<file path="config.mk">
export PLATFORM = sky130hd
export DESIGN_NAME = core_bus_arb
export DESIGN_NICKNAME = d
export VERILOG_FILES = /design/src/rtl/core_bus_arb_pkg.sv /design/src/rtl/core_bus_outst.sv /design/src/rtl/core_bus_arb.sv
export SDC_FILE = /design/constraint.sdc
export NUM_CORES = 1
export LEC_CHECK = 0
export ABC_AREA = 1
export ABC_CLOCK_PERIOD_IN_PS = 4400
export BUFFER_PORTS_ARGS = -buffer_cell sky130_fd_sc_hd__buf_4
export CAP_MARGIN = 0
export CORE_AREA = 10 10 110 112
export CTS_BUF_LIST = sky130_fd_sc_hd__clkbuf_4
export DETAILED_ROUTE_END_ITERATION = 8
export DIE_AREA = 0 0 120 122
export GPL_TIMING_DRIVEN = 0
export SYNTH_ARGS = -nofsm -noshare
export SYNTH_HDL_FRONTEND = slang
export SYNTH_SLANG_ARGS = --single-unit
</file>
<file path="constraint.sdc">
create_clock -name clk -period 4.4 [get_ports clk]
set_clock_uncertainty 0.05 [all_clocks]
set_input_delay 0.44 -clock clk [delete_from_list [all_inputs] [get_ports clk]]
set_output_delay 0.44 -clock clk [all_outputs]
set_load 0.01 [all_outputs]
</file>
<file path="src/rtl/core_bus_arb_pkg.sv">
// Shared types and widths for the core bus arbiter that sits between the
// instruction-fetch requester, the memory access unit and the pipelined memory bus.
package core_bus_arb_pkg;

    typedef enum logic [1:0] {
        OWN_NONE = 2'd0,
        OWN_IF   = 2'd1,
        OWN_MAU  = 2'd2
    } bus_owner_t;

    typedef enum logic [1:0] {
        ARB_IDLE    = 2'd0,
        ARB_GNT_IF  = 2'd1,
        ARB_GNT_MAU = 2'd2,
        ARB_DRAIN   = 2'd3
    } arb_state_t;

    localparam int unsigned ADR_W = 32;
    localparam int unsigned DAT_W = 32;

endpackage

</file>
<file path="src/rtl/core_bus_outst.sv">
// Outstanding-transfer counter: +1 per accepted strobe, -1 per ack, saturating at
// OUTST_MAX; an ack with nothing outstanding is dropped and raises a sticky error.
module core_bus_outst #(
    parameter int unsigned OUTST_MAX = 4
) (
    input  logic clk,
    input  logic rst,
    input  logic up,
    input  logic down,
    input  logic err_mask,
    output logic full,
    output logic empty,
    output logic err
);

    localparam int unsigned CW = $clog2(OUTST_MAX + 1);

    logic [CW-1:0] count_q, count_d;
    logic          err_q, err_d;
    logic          do_up, do_down;

    assign full  = (count_q == CW'(OUTST_MAX));
    assign empty = (count_q == '0);

    assign do_up   = up & ~full;
    assign do_down = down & ~empty;

    always_comb begin
        count_d = count_q;
        if (do_up && !do_down) begin
            count_d = count_q + CW'(1);
        end else if (do_down && !do_up) begin
            count_d = count_q - CW'(1);
        end
        // Acks that trail a reset are expected and must not flag an error.
        err_d = err_q | (down & empty & ~err_mask);
    end

    always_ff @(posedge clk) begin
        if (rst) begin
            count_q <= '0;
            err_q   <= 1'b0;
        end else begin
            count_q <= count_d;
            err_q   <= err_d;
        end
    end

    assign err = err_q;

endmodule

</file>
<file path="src/rtl/core_bus_arb.sv">
// Arbitrates the single pipelined memory bus between instruction fetch and the MAU:
// one owner per bus tenure, MAU priority with an IF starvation guard, ack/data routed to owner.
module core_bus_arb
    import core_bus_arb_pkg::*;
#(
    parameter int unsigned OUTST_MAX     = 4,
    parameter int unsigned MAU_BURST_MAX = 8
) (
    input  logic             clk,
    input  logic             rst,
    input  logic             if_cyc,
    input  logic             if_stb,
    input  logic             if_we,
    input  logic [ADR_W-1:0] if_adr,
    input  logic [DAT_W-1:0] if_dat_ms,
    output logic             if_ack,
    output logic             if_stall,
    output logic [DAT_W-1:0] if_dat_so,
    input  logic             mau_cyc,
    input  logic             mau_stb,
    input  logic             mau_we,
    input  logic [ADR_W-1:0] mau_adr,
    input  logic [DAT_W-1:0] mau_dat_ms,
    output logic             mau_ack,
    output logic             mau_stall,
    output logic [DAT_W-1:0] mau_dat_so,
    output logic             mem_cyc,
    output logic             mem_stb,
    output logic             mem_we,
    output logic [ADR_W-1:0] mem_adr,
    output logic [DAT_W-1:0] mem_dat_ms,
    input  logic             mem_ack,
    input  logic             mem_stall,
    input  logic [DAT_W-1:0] mem_dat_so,
    output logic [1:0]       owner,
    output logic             arb_err
);

    localparam int unsigned BW = $clog2(MAU_BURST_MAX + 1);

    arb_state_t    state_q, state_d, decide;
    bus_owner_t    owner_q, owner_d;
    logic [BW-1:0] burst_q, burst_d;
    logic          drop_q;

    logic             own_cyc, own_stb, own_we;
    logic [ADR_W-1:0] own_adr;
    logic [DAT_W-1:0] own_dat;
    logic             granted, accept, ack_ok, starve, full, empty, err;

    core_bus_outst #(
        .OUTST_MAX(OUTST_MAX)
    ) u_outst (
        .clk     (clk),
        .rst     (rst),
        .up      (accept),
        .down    (mem_ack),
        .err_mask(drop_q),
        .full    (full),
        .empty   (empty),
        .err     (err)
    );

    always_comb begin
        own_cyc = 1'b0;
        own_stb = 1'b0;
        own_we  = 1'b0;
        own_adr = '0;
        own_dat = '0;
        case (owner_q)
            OWN_IF: begin
                own_cyc = if_cyc;
                own_stb = if_stb;
                own_we  = if_we;
                own_adr = if_adr;
                own_dat = if_dat_ms;
            end
            OWN_MAU: begin
                own_cyc = mau_cyc;
                own_stb = mau_stb;
                own_we  = mau_we;
                own_adr = mau_adr;
                own_dat = mau_dat_ms;
            end
            default: ;
        endcase
    end

    assign granted = (state_q == ARB_GNT_IF) || (state_q == ARB_GNT_MAU);
    assign starve  = (burst_q == BW'(MAU_BURST_MAX));

    // MAU wins every decision unless IF is waiting and has been passed over too often.
    always_comb begin
        decide = ARB_IDLE;
        if (mau_cyc && !(if_cyc && starve)) begin
            decide = ARB_GNT_MAU;
        end else if (if_cyc) begin
            decide = ARB_GNT_IF;
        end
    end

    always_comb begin
        state_d = state_q;
        case (state_q)
            ARB_IDLE:                state_d = decide;
            ARB_GNT_IF, ARB_GNT_MAU: if (!own_cyc) state_d = empty ? decide : ARB_DRAIN;
            ARB_DRAIN:               if (empty) state_d = decide;
            default:                 state_d = ARB_IDLE;
        endcase

        case (state_d)
            ARB_GNT_IF:  owner_d = OWN_IF;
            ARB_GNT_MAU: owner_d = OWN_MAU;
            ARB_DRAIN:   owner_d = owner_q;
            default:     owner_d = OWN_NONE;
        endcase

        burst_d = burst_q;
        if (state_d == ARB_GNT_IF && state_q != ARB_GNT_IF) begin
            burst_d = '0;
        end else if (state_d == ARB_GNT_MAU && state_q != ARB_GNT_MAU && if_cyc && !starve) begin
            burst_d = burst_q + BW'(1);
        end
    end

    always_ff @(posedge clk) begin
        if (rst) begin
            state_q <= ARB_IDLE;
            owner_q <= OWN_NONE;
            burst_q <= '0;
            drop_q  <= 1'b1;
        end else begin
            state_q <= state_d;
            owner_q <= owner_d;
            burst_q <= burst_d;
            if (mem_cyc) drop_q <= 1'b0;
        end
    end

    assign mem_cyc    = (state_q != ARB_IDLE);
    assign mem_stb    = granted & own_cyc & own_stb & ~full;
    assign mem_we     = granted & own_we;
    assign mem_adr    = own_adr;
    assign mem_dat_ms = own_dat;
    assign accept     = mem_stb & ~mem_stall;
    assign ack_ok     = mem_ack & ~empty;

    assign if_ack     = ack_ok & (owner_q == OWN_IF);
    assign mau_ack    = ack_ok & (owner_q == OWN_MAU);
    assign if_dat_so  = (owner_q == OWN_IF) ? mem_dat_so : '0;
    assign mau_dat_so = (owner_q == OWN_MAU) ? mem_dat_so : '0;
    assign if_stall   = (state_q != ARB_GNT_IF) | mem_stall | full;
    assign mau_stall  = (state_q != ARB_GNT_MAU) | mem_stall | full;

    assign owner   = owner_q;
    assign arb_err = err;

endmodule

</file>
# After elaboration in Yosys (flattened, before gate mapping)
# Index checks and enable logic that the tools add are counted.
word_totals:
  word_cells: 76
  inputBits: 170
  reg_bits: 13
  output_inout_bits: 138
op_classes:
  mux: 16
  bitwise: 20
  eq_ne: 12
  n_addsub: 3
  n_reduce_logical: 19
op_table:
  columns: ["op", "count"]
  rows:
  - ["32-bit one-hot mux with 2 select lines", 2]
  - ["32-bit 2-to-1 mux", 2]
  - ["2-bit one-hot mux with 3 select lines", 2]
  - ["1-bit bitwise AND", 11]
  - ["2-bit == test, second input constant", 5]
  - ["1-bit logical AND", 8]
  - ["2-bit 2-to-1 mux", 4]
  - ["2-bit by 1-bit == test with 1-bit output, second input constant", 3]
  - ["3-bit 2-to-1 mux", 2]
  - ["1-bit one-hot mux with 2 select lines", 3]
  - ["1-bit bitwise OR", 5]
  - ["4-bit by 1-bit adder with 4-bit output, second input constant", 1]
  - ["4-bit == test, second input constant", 1]
  - ["1-bit logical NOT", 4]
  - ["1-bit inverter", 4]
  - ["2-bit nonzero test", 2]
  - ["2-bit OR reduction", 2]
  - ["3-bit by 1-bit adder with 3-bit output, second input constant", 1]
  - ["3-bit == test, second input constant", 1]
  - ["3-bit logical NOT", 1]
  - ["3-bit by 1-bit subtractor with 3-bit output, second input constant", 1]
  - ["2-bit logical NOT", 1]
  - ["2-bit by 1-bit inequality test with 1-bit output, second input constant", 1]
  - ["2-bit inequality test, second input constant", 1]
  - ["other kinds (2)", 2]

# Depth between registers and ports, before layout
# Gate-level depths: netlist of the first run.
depth:
  ltp_word: 12
  ltp_mapped: 15
  ltp_nobuf: 14

# Modules after synthesis
# A second synthesis of the first run with hierarchy kept.
hier_totals:
  cells_unflattened: 489
  area_unflattened_um2: 2352.3
by_module_without_submodules:
  columns: ["module", "instances", "cells_each", "seq_area_each_um2", "area_per_inst_um2"]
  rows:
  - ["core_bus_arb", 1, 454, 180.2, 2113.3]
  - ["core_bus_outst", 1, 35, 80.1, 239.0]

# Worst setup path after synthesis of the first run
# No wires, ideal clock.
synth_path:
  path_kind: "register to register"
  from: "register owner_q[0], in the netlist owner[0]"
  to: "register u_outst.count_q[2]"
  setup_ns: 0.070
  synth_period_minus_slack_ns: 2.154
  path_stages_with_launch: 14
  slack_ns: 2.246
  required_time_ns: 4.280
  path_buffers: 0
  arrival_ns: 2.035
  cell_sequence: "dfxtp_1 > inv_1 > ha_1 > inv_1 > nand2_2 > nor3_1 > ha_1 > inv_1 > fa_1 > nor2_1 > nor2_1 > nand2_1 > o21ai_0 > a21oi_1"
synth_via:
  elab_chain_len: 10
  elab_cells_between_ends: 14
  cone_classes: "eq/ne (2); mux (3); bitwise (5); reduce/logical (4)"
synth_lines:
  columns: ["item", "line", "rtl"]
  rows:
  - ["start, declared", "core_bus_arb.sv:42", "bus_owner_t owner_q, owner_d;"]
  - ["start signal, assigned", "core_bus_arb.sv:134", "owner_q <= owner_d;"]
  - ["2-bit == test / 2-bit by 1-bit == test with 1-bit output (equally long branches)", "core_bus_arb.sv:70", "case (owner_q)"]
  - ["1-bit one-hot mux with 2 select lines", "core_bus_arb.sv:70", null]
  - ["1-bit bitwise AND", "core_bus_arb.sv:141", "assign mem_stb = granted & own_cyc & own_stb & ~full;"]
  - ["1-bit bitwise AND * (2 in a row)", "core_bus_arb.sv:141", null]
  - ["1-bit bitwise AND *", "core_bus_arb.sv:145", "assign accept = mem_stb & ~mem_stall;"]
  - ["1-bit bitwise AND *", "core_bus_outst.sv:25", "assign do_up = up & ~full;"]
  - ["1-bit logical NOT", "core_bus_outst.sv:32", "end else if (do_down && !do_up) begin"]
  - ["1-bit logical AND", "core_bus_outst.sv:32", null]
  - ["2-bit nonzero test (no source line)", null, null]
  - ["end signal, assigned", "core_bus_outst.sv:44", "count_q <= count_d;"]
  - ["end, declared", "core_bus_outst.sv:18", "logic [CW-1:0] count_q, count_d;"]
# Mark *: on every way between the ends. The rest lies on a longest branch, timed or not.
# A chain may end at the register's enable or synchronous reset.

# Final worst setup path of the first run
layout_path:
  from: "register owner_q[0], in the netlist owner[0]"
  to: "output port mem_dat_ms[0]"
layout_via:
  elab_chain_len: 2
  elab_cells_between_ends: 3
  cone_classes: "eq/ne (2); mux (1)"
layout_lines:
  columns: ["item", "line", "rtl"]
  rows:
  - ["2-bit == test / 2-bit by 1-bit == test with 1-bit output (equally long branches)", "core_bus_arb.sv:70", null]
  - ["32-bit one-hot mux with 2 select lines *", "core_bus_arb.sv:70", null]
  - ["end, declared", "core_bus_arb.sv:31", "output logic [DAT_W-1:0] mem_dat_ms,"]
# Marked as above.

==> results of run 1 <==
-- registers in the layout (all words and copies together), names as in the netlist --
signal	flops
burst_q	4
u_outst.count_q	3
u_outst.err	1
state_q	2
owner	2
drop_q	1
-- where the power goes --
part / internal [uW] / total [uW] / switching, uW
logic: 651 / 1680 / 1030
clock network: 41.3 / 79.4 / 38.1
registers: 156 / 190 / 34.0
-- per-stage QoR --
step                area (um^2)  std cells  util (%)  setup WS, ns
global placement           4786        923     47.64         1.911
CTS                        4816        927     47.94         1.557
finish                     4816        927     47.94         1.639
floorplan                  2311        480         -         2.246
global route               4816        927     47.94         1.410
detailed placement         4786        923     47.64         1.880
-- synth_stat cells, drive strengths merged --
| library cell | n |
|---|---|
| nand4 | 1 |
| nor2 | 10 |
| a22o | 1 |
| a31oi | 1 |
| xor2 | 1 |
| nand3 | 14 |
| xnor2 | 1 |
| inv | 91 |
| fa | 1 |
| o21a | 1 |
| clkbuf | 21 |
| ha | 10 |
| nand2 | 221 |
| or3b | 1 |
| nor3 | 2 |
| a21oi | 74 |
| o21ai | 8 |
| buf | 8 |
| dfxtp | 13 |
-- layout make-up --
class / instances / area, um^2 / area share, %
multi-input cells: 347 / 1592 / 33.05
well taps: 136 / 170.2 / 3.533
flip-flops and latches: 13 / 260.3 / 5.404
repair buffers: 307 / 2305 / 47.86
inverters: 91 / 341.6 / 7.093
plain buffers: 29 / 117.6 / 2.442
clock buffers: 4 / 30.03 / 0.6235
-- layer usage --
layer	track usage, %	wire length [um]
met5	0	0
met4	2.112	74
met2	36.31	8271
met1	21.50	6064
met3	5.735	1365
-- worst paths after layout --
| check | slack (ns) | startpoint | endpoint | cells after the start |
|---|---|---|---|---|
| setup / recovery | 1.64 | owner[0]$_SDFFE_PP0P_ | mem_dat_ms[0] | 6 |
| setup reg to reg | 1.97 | owner[0]$_SDFFE_PP0P_ | u_outst.count_q[2]$_SDFFE_PP0P_ | 13 |
| hold reg to reg | 0.43 | u_outst.count_q[2]$_SDFFE_PP0P_ | u_outst.count_q[2]$_SDFFE_PP0P_ | 2 |
| hold / removal | 0.30 | rst | u_outst.err$_SDFF_PP0_ | 2 |
-- cells by family after synthesis --
logic type | count (synthesis) | share of synthesized area, %
flip-flops | 13 | 11.26
adder cells (fa/ha/maj) | 11 | 6.280
AND/OR/NAND/NOR | 249 | 42.93
buffers and inverters | 120 | 19.87
XOR/XNOR | 2 | 0.7581
AO/OA/AOI/OAI | 85 | 18.90
==> impl_metrics.json, run 1 <==
{
  "num_io_pins": 308,
  "finalSetupTns_ns": 0,
  "mostFrequentLayoutCell": "buf_4",
  "cts_buffer_depth": 2,
  "period_share_pct": 62.75,
  "wire_per_inst_um": 17.02,
  "slew_headroom_pct": 61.11,
  "synth.cell_area_mm2": 0.002311,
  "critPathTopFamily": "buffers and inverters",
  "drc": 0,
  "cp_max_fo": 10,
  "cp_slowest_cell": "clkbuf_1",
  "cts_tree": "done",
  "grt_pass1_vias": 4076,
  "outcome": "finished clean",
  "grt_pass1_wl_mm": 23.04,
  "synth_warnings": 0,
  "ant_nets": 0,
  "drive_above_1_share_pct": 41.34,
  "syn_avg_cell_area_um2": 4.815,
  "worst_pin_slew_ns": 0.5834,
  "routabilityCongestion": 0.9404,
  "fin_nets": 973,
  "grt_max_degree": 11,
  "criticalPathCategory": "flip-flop to output port",
  "crit_path_frequent_cell": "clkbuf_1",
  "power_per_cell_area_mw_per_mm2": 405.3,
  "grt_setup_unrepaired": "false",
  "yosys_register_bits": 13,
  "via_per_inst": 4.405,
  "clock-sinks": 13,
  "hp-class": "input port to flip-flop",
  "holdWs_ns": 0.2987,
  "grt_usage_pct": 19.27,
  "nFillCells": 1070,
  "ir_drop_mv": 0.2123,
  "slew_violations": 0,
  "dp_hpwl_mm": 13.87,
  "antenna_found_initial": 0,
  "die_x_um": 120,
  "synthCells": 480,
  "clk_root_buffer_cell": "clkbuf_4",
  "ys_seq_area_share_pct": 11.26,
  "layout_common_cells": "309 x buf_4, 216 x nand2_1, 86 x inv_1",
  "die_area_mm2": 0.01464,
  "std_cell_rows": 37,
  "cp.buffers_inverters": 4,
  "yosysTopAreaCell": "nand2_1",
  "netlist_top_cells_area": "nand2_1 35%, a21oi_1 16%, inv_1 14%",
  "finalHoldViolations": 0,
  "maxCapViolCount": 0,
  "crit_required_ns": 3.91,
  "syn-num-nets": 661,
  "cts_made_buffers": 3,
  "path_cells": "inv_1 -> ha_1 -> clkbuf_1 -> clkbuf_1 -> a21oi_1 -> buf_4",
  "initial_core_util_pct": 23.00,
  "grt_overflow": 0,
  "dr.pass1.iters": 4,
  "clock_latency_ns": 0.27,
  "finalCriticalPeriod_ns": 2.761,
  "leakagePower_uw": 0.002864,
  "wirelength_mm": 15.77,
  "post_cts_resized": 0,
  "drt_iter0_markers": 273,
  "fmax_ghz": 0.3622,
  "synth_cell_type_count": 28,
  "ctsHoldBuffers": 0,
  "cp_slowest_stage_delay_ns": 0.51,
  "antennaDiodeCount": 0,
  "area_growth_pct": 108.4,
  "arrival_ns": 2.27,
  "setup_viol": 0,
  "cts_max_level": 1,
  "start_kind": "flip-flop",
  "numPortBuffers": 307,
  "cp-end-kind": "output port",
  "synth_top_area_share_pct": 35.08,
  "die_y_um": 122,
  "clk_pin_slew_worst_paths_ns": 0.08,
  "finalPower_uw": 1952,
  "vias": 4083,
  "post-cts-setup-buffers": 0,
  "fp.coreArea_mm2": 0.01005
}
Power figures use the tool's default switching activity.
==> inputs of run 2 (changes only) <==
Settings changed: ABC_AREA 1 to 0, ABC_CLOCK_PERIOD_IN_PS 4400 to 2580.
Clock period 4.4 ns to 2.58 ns, I/O delays scaled along.
==> impl_metrics.json, run 2 <==
{
  "ir_drop_mv": 0.2813,
  "internal-power_uw": 1362,
  "drt_iter0_markers": 168,
  "syn-num-nets": 513,
  "drc": 0,
  "finalHoldViolations": 0,
  "synth_common_cells": "77 x nor2_1, 66 x a22oi_1, 64 x and2_1",
  "grt_pass1_wl_mm": 24.16,
  "rr_endpoint": "u_outst.count_q[2]$_SDFFE_PP0P_",
  "netlist_top_cells_area": "a22oi_1 23%, and2_1 18%, nor2_1 13%",
  "via_per_inst": 4.723,
  "slew_headroom_pct": 65.24,
  "hp-start": "rst",
  "cts_max_level": 1,
  "area_growth_pct": 121.8,
  "cts_made_buffers": 3,
  "setup_viol": 1,
  "wirelength_mm": 16.83,
  "cp-end-kind": "flip-flop",
  "cts_tree": "done",
  "synth-edff-count": 0,
  "ant_nets": 0,
  "violations": "setup timing",
  "fp.coreArea_mm2": 0.01005,
  "slew_violations": 0,
  "hold_depth": 2,
  "wire_per_inst_um": 21.42,
  "fin_cells": 786,
  "antennaDiodeCount": 0,
  "yosys_register_bits": 13,
  "numPortBuffers": 307,
  "fin_nets": 832,
  "synth_warnings": 0,
  "r2r_slack_ns": -0.03,
  "finalPower_uw": 2732,
  "criticalPathCategory": "flip-flop to flip-flop",
  "clk_root_buffer_cell": "clkbuf_4",
  "grt_overflow": 0,
  "synthMostInstantiatedCell": "nor2_1",
  "fmax_ghz": 0.3826,
  "largest_register_ffs": 4,
  "num_io_pins": 308,
  "die_x_um": 120,
  "start_kind": "flip-flop",
  "finalCriticalPeriod_ns": 2.613,
  "crit_required_ns": 2.74,
  "drive_above_1_share_pct": 52.62,
  "hp-class": "input port to flip-flop",
  "ys_seq_area_share_pct": 12.01,
  "power_per_cell_area_mw_per_mm2": 568.4,
  "die_area_mm2": 0.01464,
  "worst_pin_slew_ns": 0.5214,
  "reg_top3": "burst_q x4, u_outst.count_q x3",
  "maxCapViolCount": 0,
  "grt_pass1_vias": 3747,
  "antenna_found_initial": 3,
  "async_flop_share_pct": 0,
  "cp_max_fo": 3,
  "placedCellCount": 775,
  "holdPathEnd": "state_q[1]$_SDFF_PP0_",
  "synth_top_area_share_pct": 22.86,
  "ys.flop_type": "dfxtp_1",
  "period_share_pct": 101.3,
  "std_cell_rows": 37,
  "mostFrequentLayoutCell": "buf_4",
  "ctsHoldBuffers": 0,
  "arrival_ns": 2.77,
  "syn_avg_cell_area_um2": 6.527,
  "grt_max_degree": 11,
  "nFillCells": 1002,
  "power_switching_uw": 1370,
  "comb_power_share_pct": 83.2,
  "clock-sinks": 13,
  "clock_latency_ns": 0.28,
  "dr.pass1.iters": 4,
  "pwr-share-clk_pct": 5.1,
  "synth_cell_type_count": 42,
  "grt_setup_unrepaired": "true",
  "synthCells": 332,
  "layout_common_cells": "315 x buf_4, 77 x nor2_1, 66 x a22oi_1",
  "leakagePower_uw": 0.002401,
  "swShare_pct": 50.15,
  "dp_hpwl_mm": 14.88,
  "regMostFlops": "burst_q",
  "outcome": "complete, but fails checks",
  "initial_core_util_pct": 21.57,
  "reg2reg_from": "owner[0]$_SDFFE_PP0P_",
  "reg2reg_depth": 13,
  "cts_buffer_depth": 2,
  "synth.cell_area_mm2": 0.002167,
  "clk_pin_slew_worst_paths_ns": 0.09,
  "routabilityCongestion": 0.9489,
  "seqPwrFrac_pct": 11.7,
  "yosysTopAreaCell": "a22oi_1",
  "vias": 3712,
  "finalWorstSetupSlack_ns": -0.03337,
  "die_y_um": 122,
  "grt_usage_pct": 21.20
}
[run 2: cell families after synthesis]
group                      Yosys count  share of synthesized area [%]
buffers and inverters               43                          7.505
xor gates and xnor gates             2                         0.8085
AOI/OAI and AO/OA                   91                          31.52
and+or+nand+nor                    171                          40.99
adders and majority gates           11                          6.697
DFF                                 13                          12.01
muxes                                1                         0.4619
[run 2: critical path: stages (launching register included)]
cell,delay (ns)
dfxtp_4,0.35
inv_2,0.06
ha_4,0.14
clkbuf_16,0.13
a32o_1,0.15
nand2_1,0.07
a221oi_2,0.29
nor2b_4,0.21
ha_4,0.15
inv_2,0.04
fa_2,0.33
xor2_1,0.15
or3_1,0.31
a21oi_1,0.13
[run 2: worst max path at each step]
stage | startpoint | endpoint | slack [ns]
2_1_floorplan | owner[0]$_SDFFE_PP0P_ | u_outst.count_q[2]$_SDFFE_PP0P_ | -0.04
3_3_place_gp | owner[1]$_SDFFE_PP0P_ | u_outst.count_q[2]$_SDFFE_PP0P_ | -0.30
3_5_place_dp | owner[1]$_SDFFE_PP0P_ | u_outst.count_q[2]$_SDFFE_PP0P_ | -0.39
4_1_cts | owner[0]$_SDFFE_PP0P_ | u_outst.count_q[2]$_SDFFE_PP0P_ | -0.04
5_1_grt | owner[0]$_SDFFE_PP0P_ | u_outst.count_q[2]$_SDFFE_PP0P_ | -0.15
6_report | owner[0]$_SDFFE_PP0P_ | u_outst.count_q[2]$_SDFFE_PP0P_ | -0.03
[run 2: power by group through the flow]
stage	Combinational (uW)	Sequential, uW	Clock [uW]
final	2270	319	140
after global routing	2510	332	153
after CTS	2280	320	146
after detailed placement	2240	324	0
after global placement	2220	320	0
after floorplan	1210	313	0
[run 2: timing repair]
| action | CTS | global route |
|---|---|---|
| resized for setup | 6 | 8 |
| pin swaps | 5 | 4 |
| setup buffers | 7 | 1 |
| endpoints found under the setup margin | 24 | 22 |
[run 2: per-stage QoR]
step           hold slack, ns  setup slack (ns)  TNS [ns]  instance area, um^2  util (%)
2_1_floorplan          0.2923          -0.03693  -0.03693                 2206         -
3_3_place_gp           0.3868           -0.3037    -1.216                 4681     46.59
3_5_place_dp           0.3912           -0.3896    -2.628                 4681     46.59
4_1_cts                0.1186          -0.03844  -0.03844                 4781     47.59
5_1_grt                0.1300           -0.1531   -0.1531                 4807     47.85
6_report               0.1303          -0.03337  -0.03337                 4807     47.85
[run 2: layout make-up]
| cell class | instances | area (um^2) | share of cell area [%] |
|---|---|---|---|
| Timing Repair Buffer | 315 | 2365 | 49.19 |
| Multi-Input combinational cell | 276 | 1788 | 37.19 |
| Sequential cell | 13 | 267.8 | 5.570 |
| Tap cell | 136 | 170.2 | 3.540 |
| Buffer | 30 | 141.4 | 2.941 |
| Inverter | 12 | 45.04 | 0.9370 |
| Clock buffer | 4 | 30.03 | 0.6247 |
[run 2: per-layer routing]
| metal | track usage, % | wire (um) | up-vias |
|---|---|---|---|
| met2 | 38.79 | 8422 | 207 |
| li1 | - | - | 1806 |
| met4 | 2.866 | 224 | 6 |
| met3 | 11.42 | 2218 | 18 |
| met5 | 0 | 41 | - |
| met1 | 21.40 | 5925 | 1675 |
==> inputs of run 3 (changes only) <==
Settings changed: REMOVE_ABC_BUFFERS from default to 1.
==> impl_metrics.json, run 3 (same netlist as run 2, synthesis figures left out) <==
{
  "leakagePower_uw": 0.002379,
  "clock-sinks": 13,
  "antenna_found_initial": 5,
  "grt_pass1_wl_mm": 23.34,
  "fin_cells": 764,
  "cts_tree": "done",
  "grt_overflow": 0,
  "finalWorstSetupSlack_ns": -0.06621,
  "cp.buffers_inverters": 2,
  "violations": "setup timing",
  "layout_common_cells": "315 x buf_4, 77 x nor2_1, 66 x a22oi_1",
  "finalHoldViolations": 0,
  "clock_latency_ns": 0.28,
  "cp-end-kind": "flip-flop",
  "power_per_cell_area_mw_per_mm2": 578.5,
  "crit_required_ns": 2.75,
  "finalCriticalPeriod_ns": 2.646,
  "nFillCells": 994,
  "cp_slowest_stage_delay_ns": 0.37,
  "std_cell_rows": 37,
  "fin_util_pct": 47.74,
  "setup_viol": 1,
  "fin_nets": 806,
  "drt_iter0_markers": 297,
  "die_y_um": 122,
  "numPortBuffers": 307,
  "via_per_inst": 4.768,
  "wire_per_inst_um": 21.90,
  "clk_root_buffer_cell": "clkbuf_4",
  "arrival_ns": 2.81,
  "drc": 0,
  "path_cells": "inv_2 -> ha_4 -> a21o_1 -> a32o_1 -> nand2_2 -> a221oi_4 -> nor2b_4 -> ha_4 -> inv_2 -> fa_2 -> xor2_1 -> or3_1 -> a21oi_1",
  "largest_register_ffs": 4,
  "fp.coreArea_mm2": 0.01005,
  "mostFrequentLayoutCell": "buf_4",
  "die_x_um": 120,
  "worst_pin_slew_ns": 0.3703,
  "hp-class": "input port to flip-flop",
  "placedCellCount": 747,
  "routabilityCongestion": 0.8599,
  "slew_headroom_pct": 75.28,
  "vias": 3643,
  "die_area_mm2": 0.01464,
  "regMostFlops": "burst_q",
  "ir_drop_mv": 0.6231,
  "outcome": "complete, but fails checks",
  "clk_pin_slew_worst_paths_ns": 0.09,
  "wirelength_mm": 16.73,
  "fmax_ghz": 0.3779,
  "cts_buffer_depth": 2,
  "grt_pass1_vias": 3564,
  "maxCapViolCount": 0,
  "dr.pass1.iters": 5,
  "dp_hpwl_mm": 14.05,
  "cts_max_level": 1,
  "grt_setup_unrepaired": "true",
  "slew_violations": 0,
  "criticalPathCategory": "flip-flop to flip-flop",
  "critPathTopFamily": "compound AO/OA/AOI/OAI gates",
  "cts_made_buffers": 3,
  "cp_max_fo": 4,
  "holdWs_ns": 0.1949,
  "cp_slowest_cell": "dfxtp_4",
  "grt_usage_pct": 20.44,
  "initial_core_util_pct": 21.57,
  "period_share_pct": 102.6,
  "ant_nets": 0,
  "start_kind": "flip-flop",
  "num_io_pins": 308,
  "dp_slack_ns": -0.3654,
  "area_growth_pct": 121.3,
  "drive_above_1_share_pct": 54.81,
  "finalSetupTns_ns": -0.06621,
  "grt_max_degree": 82,
  "reg_top3": "burst_q x4, u_outst.count_q x3"
}
## run 3: layer usage
layer  global-route usage, %  up-vias  wire length, um
met1                   21.49     1648             6204
met4                   4.827        4              313
li1                        -     1760                -
met5                       0        -               31
met3                   13.23       22             2390
met2                   33.70      209             7791
## run 3: worst paths after layout
| check | endpoint | depth (start not counted) | slack (ns) | from |
|---|---|---|---|---|
| hold reg to reg | drop_q$_SDFFE_PP1P_ | 1 | 0.41 | drop_q$_SDFFE_PP1P_ |
| setup / recovery | u_outst.count_q[2]$_SDFFE_PP0P_ | 13 | -0.07 | owner[0]$_SDFFE_PP0P_ |
| hold / removal | u_outst.err$_SDFF_PP0_ | 3 | 0.19 | mem_ack |
| setup reg to reg | u_outst.count_q[2]$_SDFFE_PP0P_ | 13 | -0.07 | owner[0]$_SDFFE_PP0P_ |
## run 3: per-stage QoR
step                      total power, uW  instance area (um^2)
after floorplan                      1430                  2049
after global placement               2424                  4524
after detailed placement             2546                  4624
after CTS                            2729                  4708
after global routing                 2987                  4788
final                                2774                  4796
## run 3: worst min-delay path: stages
cell and delay, ns:
buf_4 0.09, a31oi_1 0.07, nor2_1 0.07
## run 3: layout make-up
| class | instances | area (um^2) | area share [%] |
|---|---|---|---|
| antenna | 4 | 10.01 | 0.2087 |
| clock buffer | 3 | 22.52 | 0.4696 |
| clock inverter | 1 | 5.005 | 0.1044 |
| inverter | 12 | 45.04 | 0.9392 |
| multi-input combinational | 276 | 1817 | 37.88 |
| sequential | 13 | 266.5 | 5.557 |
| tap | 136 | 170.2 | 3.548 |
| timing repair buffer | 319 | 2460 | 51.29 |
## run 3: what timing repair did
item | CTS | global route
setup buffers | 5 | 4
resized for setup | 9 | 6
endpoints found under the hold margin | 0 | 0
hold buffers | 0 | 0
setup endpoints to repair | 2 | 2
pin swaps | 4 | 3
## run 3: report_power, final
group | internal [uW] | leakage, uW | total (uW) | switching (uW)
Clock | 57.6 | 0.0000177 | 134 | 76.5
Sequential | 255 | 0.000108 | 324 | 69.7
Combinational | 1070 | 0.00225 | 2320 | 1250
Total | 1380 | 0.00238 | 2770 | 1400
